`config.mk`:
```
export PLATFORM = sky130hd
export DESIGN_NAME = multicycle_ctrl
export DESIGN_NICKNAME = d
export VERILOG_FILES = /design/src/rtl/multicycle_ctrl.sv
export SDC_FILE = /design/constraint.sdc
export NUM_CORES = 1
export LEC_CHECK = 0
export ABC_AREA = 1
export ABC_CLOCK_PERIOD_IN_PS = 3700
export CAP_MARGIN = 10
export CELL_PAD_IN_SITES_DETAIL_PLACEMENT = 1
export CELL_PAD_IN_SITES_GLOBAL_PLACEMENT = 2
export CORE_MARGIN = 10
export CORE_UTILIZATION = 29
export CTS_CLUSTER_DIAMETER = 30
export DETAILED_ROUTE_END_ITERATION = 6
export PLACE_DENSITY = 0.85
export SKIP_CTS_REPAIR_TIMING = 1
export SYNTH_ARGS = -nofsm -noshare
export SYNTH_HDL_FRONTEND = slang
export SYNTH_SLANG_ARGS = --single-unit
```
`constraint.sdc`:
```
create_clock -name Clk -period 3.7 [get_ports Clk]
set_input_delay 0.555 -clock Clk [delete_from_list [all_inputs] [get_ports Clk]]
set_output_delay 0.555 -clock Clk [all_outputs]
set_load 0.03 [all_outputs]
```
`src/rtl/multicycle_ctrl.sv`:
```
// Multicycle MIPS-subset control unit: FETCH/DECODE/EXEC/MEM/WB sequencing with
// a bounded memory-wait timeout into a sticky FAULT state and a retired counter.
module multicycle_ctrl #(
    parameter int MEM_TIMEOUT = 15
) (
    input  logic        Clk,
    input  logic        Reset,
    input  logic [5:0]  Op,
    input  logic [5:0]  Func,
    input  logic        Zero,
    input  logic        MemAck,
    output logic        MemReq,
    output logic        MemWe,
    output logic        IRWrite,
    output logic        PCWrite,
    output logic        RegWrite,
    output logic [1:0]  PCSrc,
    output logic [3:0]  Ctrl,
    output logic        Shift,
    output logic        Regrt,
    output logic        Sext,
    output logic        Aluimm,
    output logic        M2reg,
    output logic        Jal,
    output logic [2:0]  Phase,
    output logic        Fault,
    output logic [31:0] Retired
);

    localparam logic [2:0] S_FETCH  = 3'd0;
    localparam logic [2:0] S_DECODE = 3'd1;
    localparam logic [2:0] S_EXEC   = 3'd2;
    localparam logic [2:0] S_MEM    = 3'd3;
    localparam logic [2:0] S_WB     = 3'd4;
    localparam logic [2:0] S_FAULT  = 3'd5;

    localparam logic [7:0] WAIT_LAST = 8'(MEM_TIMEOUT - 1);

    logic [2:0]  state, state_nxt;
    logic [7:0]  wait_cnt;
    logic [31:0] retire_cnt;

    logic       legal, r_type;
    logic [3:0] alu_ctrl;
    logic       alu_shift, alu_imm, alu_sext;
    logic       is_lw, is_sw, is_beq, is_bne, is_j, is_jal, is_jr;

    assign r_type = (Op == 6'h00);

    always_comb begin
        legal     = 1'b1;
        alu_ctrl  = 4'd0;
        alu_shift = 1'b0;
        alu_imm   = 1'b0;
        alu_sext  = 1'b0;
        is_lw     = 1'b0;
        is_sw     = 1'b0;
        is_beq    = 1'b0;
        is_bne    = 1'b0;
        is_j      = 1'b0;
        is_jal    = 1'b0;
        is_jr     = 1'b0;
        if (r_type) begin
            case (Func)
                6'h20: alu_ctrl = 4'd0;
                6'h22: alu_ctrl = 4'd4;
                6'h24: alu_ctrl = 4'd1;
                6'h25: alu_ctrl = 4'd5;
                6'h26: alu_ctrl = 4'd2;
                6'h00: begin alu_ctrl = 4'd3;  alu_shift = 1'b1; end
                6'h02: begin alu_ctrl = 4'd7;  alu_shift = 1'b1; end
                6'h03: begin alu_ctrl = 4'd15; alu_shift = 1'b1; end
                6'h08: is_jr = 1'b1;
                default: legal = 1'b0;
            endcase
        end else begin
            case (Op)
                6'h08: begin alu_ctrl = 4'd0; alu_imm = 1'b1; alu_sext = 1'b1; end
                6'h0C: begin alu_ctrl = 4'd1; alu_imm = 1'b1; end
                6'h0D: begin alu_ctrl = 4'd5; alu_imm = 1'b1; end
                6'h0E: begin alu_ctrl = 4'd2; alu_imm = 1'b1; end
                6'h0F: begin alu_ctrl = 4'd6; alu_imm = 1'b1; end
                6'h23: begin alu_imm = 1'b1; alu_sext = 1'b1; is_lw = 1'b1; end
                6'h2B: begin alu_imm = 1'b1; alu_sext = 1'b1; is_sw = 1'b1; end
                6'h04: begin alu_ctrl = 4'd2; alu_sext = 1'b1; is_beq = 1'b1; end
                6'h05: begin alu_ctrl = 4'd2; alu_sext = 1'b1; is_bne = 1'b1; end
                6'h02: is_j   = 1'b1;
                6'h03: is_jal = 1'b1;
                default: legal = 1'b0;
            endcase
        end
    end

    always_comb begin
        state_nxt = state;
        MemReq    = 1'b0;
        MemWe     = 1'b0;
        IRWrite   = 1'b0;
        PCWrite   = 1'b0;
        RegWrite  = 1'b0;
        PCSrc     = 2'b00;
        Ctrl      = 4'd0;
        Shift     = 1'b0;
        Regrt     = 1'b0;
        Sext      = 1'b0;
        Aluimm    = 1'b0;
        M2reg     = 1'b0;
        Jal       = 1'b0;
        case (state)
            S_FETCH: begin
                MemReq = 1'b1;
                if (MemAck) begin
                    IRWrite   = 1'b1;
                    PCWrite   = 1'b1;
                    state_nxt = S_DECODE;
                end else if (wait_cnt == WAIT_LAST) begin
                    state_nxt = S_FAULT;
                end
            end
            S_DECODE: begin
                state_nxt = S_EXEC;
                if (!legal) begin
                    state_nxt = S_FAULT;
                end else if (is_j || is_jal) begin
                    PCWrite   = 1'b1;
                    PCSrc     = 2'b11;
                    RegWrite  = is_jal;
                    Jal       = is_jal;
                    state_nxt = S_FETCH;
                end else if (is_jr) begin
                    PCWrite   = 1'b1;
                    PCSrc     = 2'b10;
                    state_nxt = S_FETCH;
                end
            end
            S_EXEC: begin
                Ctrl   = alu_ctrl;
                Shift  = alu_shift;
                Aluimm = alu_imm;
                Sext   = alu_sext;
                if (is_beq || is_bne) begin
                    if ((is_beq && Zero) || (is_bne && !Zero)) begin
                        PCWrite = 1'b1;
                        PCSrc   = 2'b01;
                    end
                    state_nxt = S_FETCH;
                end else if (is_lw || is_sw) begin
                    state_nxt = S_MEM;
                end else begin
                    state_nxt = S_WB;
                end
            end
            S_MEM: begin
                MemReq = 1'b1;
                MemWe  = is_sw;
                Aluimm = 1'b1;
                // An ack arriving on the final allowed cycle still completes normally.
                if (MemAck)
                    state_nxt = is_sw ? S_FETCH : S_WB;
                else if (wait_cnt == WAIT_LAST)
                    state_nxt = S_FAULT;
            end
            S_WB: begin
                RegWrite  = 1'b1;
                Regrt     = !r_type;
                M2reg     = is_lw;
                state_nxt = S_FETCH;
            end
            S_FAULT: state_nxt = S_FAULT;
            default: state_nxt = S_FAULT;
        endcase
    end

    always_ff @(posedge Clk) begin
        if (Reset) begin
            state      <= S_FETCH;
            wait_cnt   <= 8'd0;
            retire_cnt <= 32'd0;
        end else begin
            state <= state_nxt;
            if ((state_nxt == S_FETCH || state_nxt == S_MEM) && state_nxt != state)
                wait_cnt <= 8'd0;
            else if (MemReq && !MemAck)
                wait_cnt <= wait_cnt + 8'd1;
            if (state_nxt == S_FETCH && state != S_FETCH)
                retire_cnt <= retire_cnt + 32'd1;
        end
    end

    assign Phase   = state;
    assign Fault   = (state == S_FAULT);
    assign Retired = retire_cnt;

endmodule

```
# Yosys cells after proc, flatten, opt, wreduce, memory -nomap -nowiden
# Index checks and enable logic that the tools add are counted.
word_totals:
  reg_bits: 43
  elab_cells: 120
  in_bits: 16
  output_inout_bits: 53
classes:
  addsub: 2
  n_eq_ne: 27
  n_reduce_logical: 26
  mux: 62
op_table:
  columns: ["cell", "count"]
  rows:
  - ["$eq A6 B6 Y1 const B", 7]
  - ["$mux W1", 41]
  - ["$eq A6 B4 Y1 const B", 6]
  - ["$add A32 B1 Y32 const B", 1]
  - ["$pmux W4 S7", 1]
  - ["$eq A6 B2 Y1 const B", 4]
  - ["$mux W3", 7]
  - ["$pmux W3 S5", 1]
  - ["$eq A6 B3 Y1 const B", 2]
  - ["$logic_not A6 Y1", 2]
  - ["$pmux W3 S4", 1]
  - ["$reduce_or A11 Y1", 1]
  - ["$mux W2", 5]
  - ["$eq A3 B2 Y1 const B", 3]
  - ["$reduce_or A9 Y1", 1]
  - ["$add A8 B1 Y8 const B", 1]
  - ["$eq A8 B4 Y1 const B", 1]
  - ["$mux W4", 2]
  - ["$reduce_or A7 Y1", 1]
  - ["$eq A3 B3 Y1 const B", 2]
  - ["$logic_not A3 Y1", 2]
  - ["$reduce_or A3 Y1", 2]
  - ["$logic_and A1 B1 Y1", 5]
  - ["$logic_or A1 B1 Y1", 5]
  - ["9 further kinds", 13]

# Depth between registers and ports, before layout
logic_depth:
  ltp_word: 11
  depth_mapped: 16
  depth_no_buf: 16

# Worst setup path before layout
# Ideal clock, no wire load.
synth_path:
  path_kind: "reg-to-output"
  from: "reg state[0], in the netlist Phase[0]"
  to: "out Jal"
  path_slack_ns: 1.070
  path_stages_with_launch: 5
  required_time_ns: 3.145
  arrival_time_ns: 2.075
  cell_sequence: "dfxtp_1 > inv_1 > nor3_2 > inv_1 > nor4_1"
synth_via:
  elab_chain_cells: 2
synth_lines:
  columns: ["element", "line", "rtl"]
  rows:
  - ["start, declared", "39", "logic [2:0] state, state_nxt;"]
  - ["start signal, assigned", "180", "state <= state_nxt;"]
  - ["$eq A3 B1 Y1", "109", "case (state)"]
  - ["$mux W1", "109", null]
  - ["end, declared", "24", "output logic Jal,"]
# Every way passes these cells.

# Worst setup path in the final report
layout_path:
  from: "in Op[5]"
  to: "out PCWrite"
layout_via:
  elab_chain_cells: 8
layout_lines:
  columns: ["element", "line", "rtl"]
  rows:
  - ["start, declared", "8", "input logic [5:0] Op,"]
  - ["$eq A6 B3 Y1", "77", "case (Op)"]
  - ["$mux W1", "77", null]
  - ["$mux W1", "63", "if (r_type) begin"]
  - ["$logic_and A1 B1 Y1", "142", "if ((is_beq && Zero) || (is_bne && !Zero)) begin"]
  - ["$logic_or A1 B1 Y1", "142", null]
  - ["$mux W1", "142", null]
  - ["$mux W1", "141", "if (is_beq || is_bne) begin"]
  - ["$pmux W1 S3 (*)", "109", null]
  - ["end, declared", "15", "output logic PCWrite,"]
# Mark *: on every way between the ends. The rest lies on a longest branch, timed or not.

==> metrics.md <==
| Metric | Value |
|---|---|
| Outcome | finished, final reports clean |
| Starting Density | 30.11% |
| Internal reg-to-reg setup slack | around 1100 ps |
| Synth top area cells | dfxtp_1 27%, nand2_1 13%, nand3_1 8.9%, nor2_1 8.6%, xor2_1 7.5% |
| Hold Path Class | reg -> reg |
| CTS Buf Count | 5 |
| CP startpoint | Op[5] |
| Worst r2r dst | Retired[6]$_SDFFE_PP0P_ |
| Largest fanout on the critical path | 8 |
| Worst slew pin tran | around 720 ps |
| H-Tree Depth | 2 |
| Final ANT Viol Nets | 0 |
| Post-route cell area | about 4000 um^2 |
| RSZ-0062 raised after global routing | no |
| Syn. warnings | 0 |
| FMAX | 0.2909 GHz |
| GRT overflow | 0 |
| # diodes | 0 |
| Sequential area share after synthesis | 27.44% |
| Clk_lat worst skew | 300 ps |
| Worst slew margin | 52.00% |
| Dominant synthesized flop cell | dfxtp_1 |
| Worst slack, placed | approximately 270 ps |
| Largest net degree at the start of global routing | 38 |
| Most common cell after layout, fill and taps aside | nand2_1 |
| Skew final | 10.06 ps |
| Root Driver | clkbuf_8 |
| Clock transition at path regs | 90 ps |
| DR vias/cell | 4.919 |
| Port Buffers | 68 |
| CTS max path bufs | 2 |
| Setup TNS Final | 0 ps |
| Hold WS | 519.1 ps |
| Final Max Slew Viols | 0 |
| Synthesis-stage register bit count | 43 |
| Share of the synthesized area in the top cell type | 27.44% |
| EDFF count, synth | 0 |
| MaxCap Viol Count | 0 |
| # setup viols final | 0 |
| Post-Synthesis Net Count | 510 |
| Die Y | 124 um |
| Drt total wl | 10.97 mm |
| RR Startpoint | Phase[2]$_SDFF_PP0_ |
| Pwr/cell area | 373.8 nW/um^2 |
| Post-Synthesis Cell Area | 3137 um^2 |
| Critical path class | in -> out |
| Core area | 10,420 um^2 |
| Pre-Repair DR Iteration Count | 4 |
| Cell count of the worst reg-to-reg path | 11 |
| Required time worst endpoint | between 3000 and 4000 ps |
| Fin crit share | a little over 90% |
| Cell variety after synth | 35 |
| Die Width | 124 um |
| Tot GR Track Use | 14.30% |
| GPL Wtd Cong | 0.8577 |
| Setup crit start kind | input port |
| Post-route worst setup slack | 262.3 ps |
| Num rows | 37 |
| Antenna violations before repair | 0 |
| Area grow syn2layout | 28.60% |
| Initial DRC count | 177 |
| Post-DP Area | between 3000 and 4000 um^2 |
| End of the critical path | PCWrite |
| Global-route wire length before repair | about 18 mm |
| Average wire per standard cell | 15.86 um |
| Commonest non-fill, non-tap cells in the layout | 106 x nand2_1, 72 x nor2_1, 68 x clkdlybuf4s50_1, 56 x nand3_1, 45 x inv_1 |
| Final Non-Filler Cells | roughly 690 |
| Async S/R FF share, synth | 0% |
| Mean Syn Cell Area | 6.389 um^2 |
| Layout cells sized above 1 | 6.115% |
| Post-Syn Instances | 491 |
| Area leader, netlist | dfxtp_1 |
| Maximum vdd ir drop | 379.8 uV |
| Placed cell count | 684 |
| Nets | 574 |
| Clock period minus final worst setup slack | 3438 ps |
| Vias post-DR | 3,404 |
| # clock sinks | 43 |
| Die ar. | 15,380 um^2 |
| CTS tree | done |
| Crit end category | output pin |
| Leakage power | ~1.5 nW |
| I/O pin count | 69 |
| Vias in the first global route | 3,497 |
| Final hold violation count | 0 |
| DR DRC count | 0 |
| Worst Path Arrival | 2880 ps |
| DP Wirelength | 8.847 mm |
-- synth_stat cells, types with 3 or more instances --
library cell and instances:
clkbuf_1 5, a21oi_1 34, nand3_1 56, nand2_1 106, nand2_4 4, xor2_1 27, nor4_1 5, nor2_1 72
nand4_1 13, ha_1 3, inv_2 5, nand3b_1 3, o21ai_0 10, dfxtp_1 43, nand2_2 5, xnor2_1 10
buf_6 4, nor3_1 19, inv_1 45
-- worst max-delay path, cell delays in order --
cell,delay (ps)
clkdlybuf4s50_1,490
nor2_4,230
nand3_1,190
or4_1,590
o221ai_1,100
clkdlybuf4s50_1,720
-- logic make-up after synthesis --
logic type	synth area share (%)
compound gates	8.935
xor+xnor	10.33
fa+ha+maj	1.197
buf+inv	8.735
flops	27.44
simple gates	43.36
-- worst min-delay path by stage --
stage | from | endpoint | slack [ps] | cells after the start
finish | Retired[28]$_SDFFE_PP0P_ | Retired[28]$_SDFFE_PP0P_ | 520 | 2
global route | Retired[31]$_SDFFE_PP0P_ | Retired[31]$_SDFFE_PP0P_ | 550 | 2
CTS | Retired[28]$_SDFFE_PP0P_ | Retired[28]$_SDFFE_PP0P_ | 520 | 2
detailed placement | Retired[28]$_SDFFE_PP0P_ | Retired[28]$_SDFFE_PP0P_ | 510 | 2
global placement | Retired[31]$_SDFFE_PP0P_ | Retired[31]$_SDFFE_PP0P_ | 500 | 2
floorplan | wait_cnt[7]$_SDFFE_PP0P_ | wait_cnt[7]$_SDFFE_PP0P_ | 490 | 2
-- sequential cells by signal (all words and copies together) (netlist names) --
signal,count
Retired,32
Phase,3
wait_cnt,8
-- per-stage QoR --
step | util (%) | power [mW]
floorplan | - | 0.9777
global placement | 37.60 | 1.122
global route | 38.73 | 1.611
detailed placement | 37.60 | 1.130
finish | 38.73 | 1.508
CTS | 38.73 | 1.530
-- where the power goes --
group | internal [mW] | total, mW | switching (mW)
Combinational | 0.172 | 0.596 | 0.424
Clock | 0.219 | 0.392 | 0.173
Sequential | 0.483 | 0.520 | 0.0372
Total | 0.874 | 1.51 | 0.634
-- routing by layer --
metal	vias to the layer above	share of wire (%)	global-route usage, %
li1	1737	-	-
met5	-	0	0
met2	40	50	25.53
met1	1623	46	17.75
met4	0	0.55	2.230
met3	4	4.0	2.624
-- cell type report --
type,count,area (um^2)
inverter,50,187.7
sequential,43,860.8
tap,136,170.2
timing repair buffer,70,695.7
multi-input combinational,385,2002
clock inverter,2,35.03
clock buffer,6,82.58
fill,1375,6382
(Power assumes the default switching activity.)
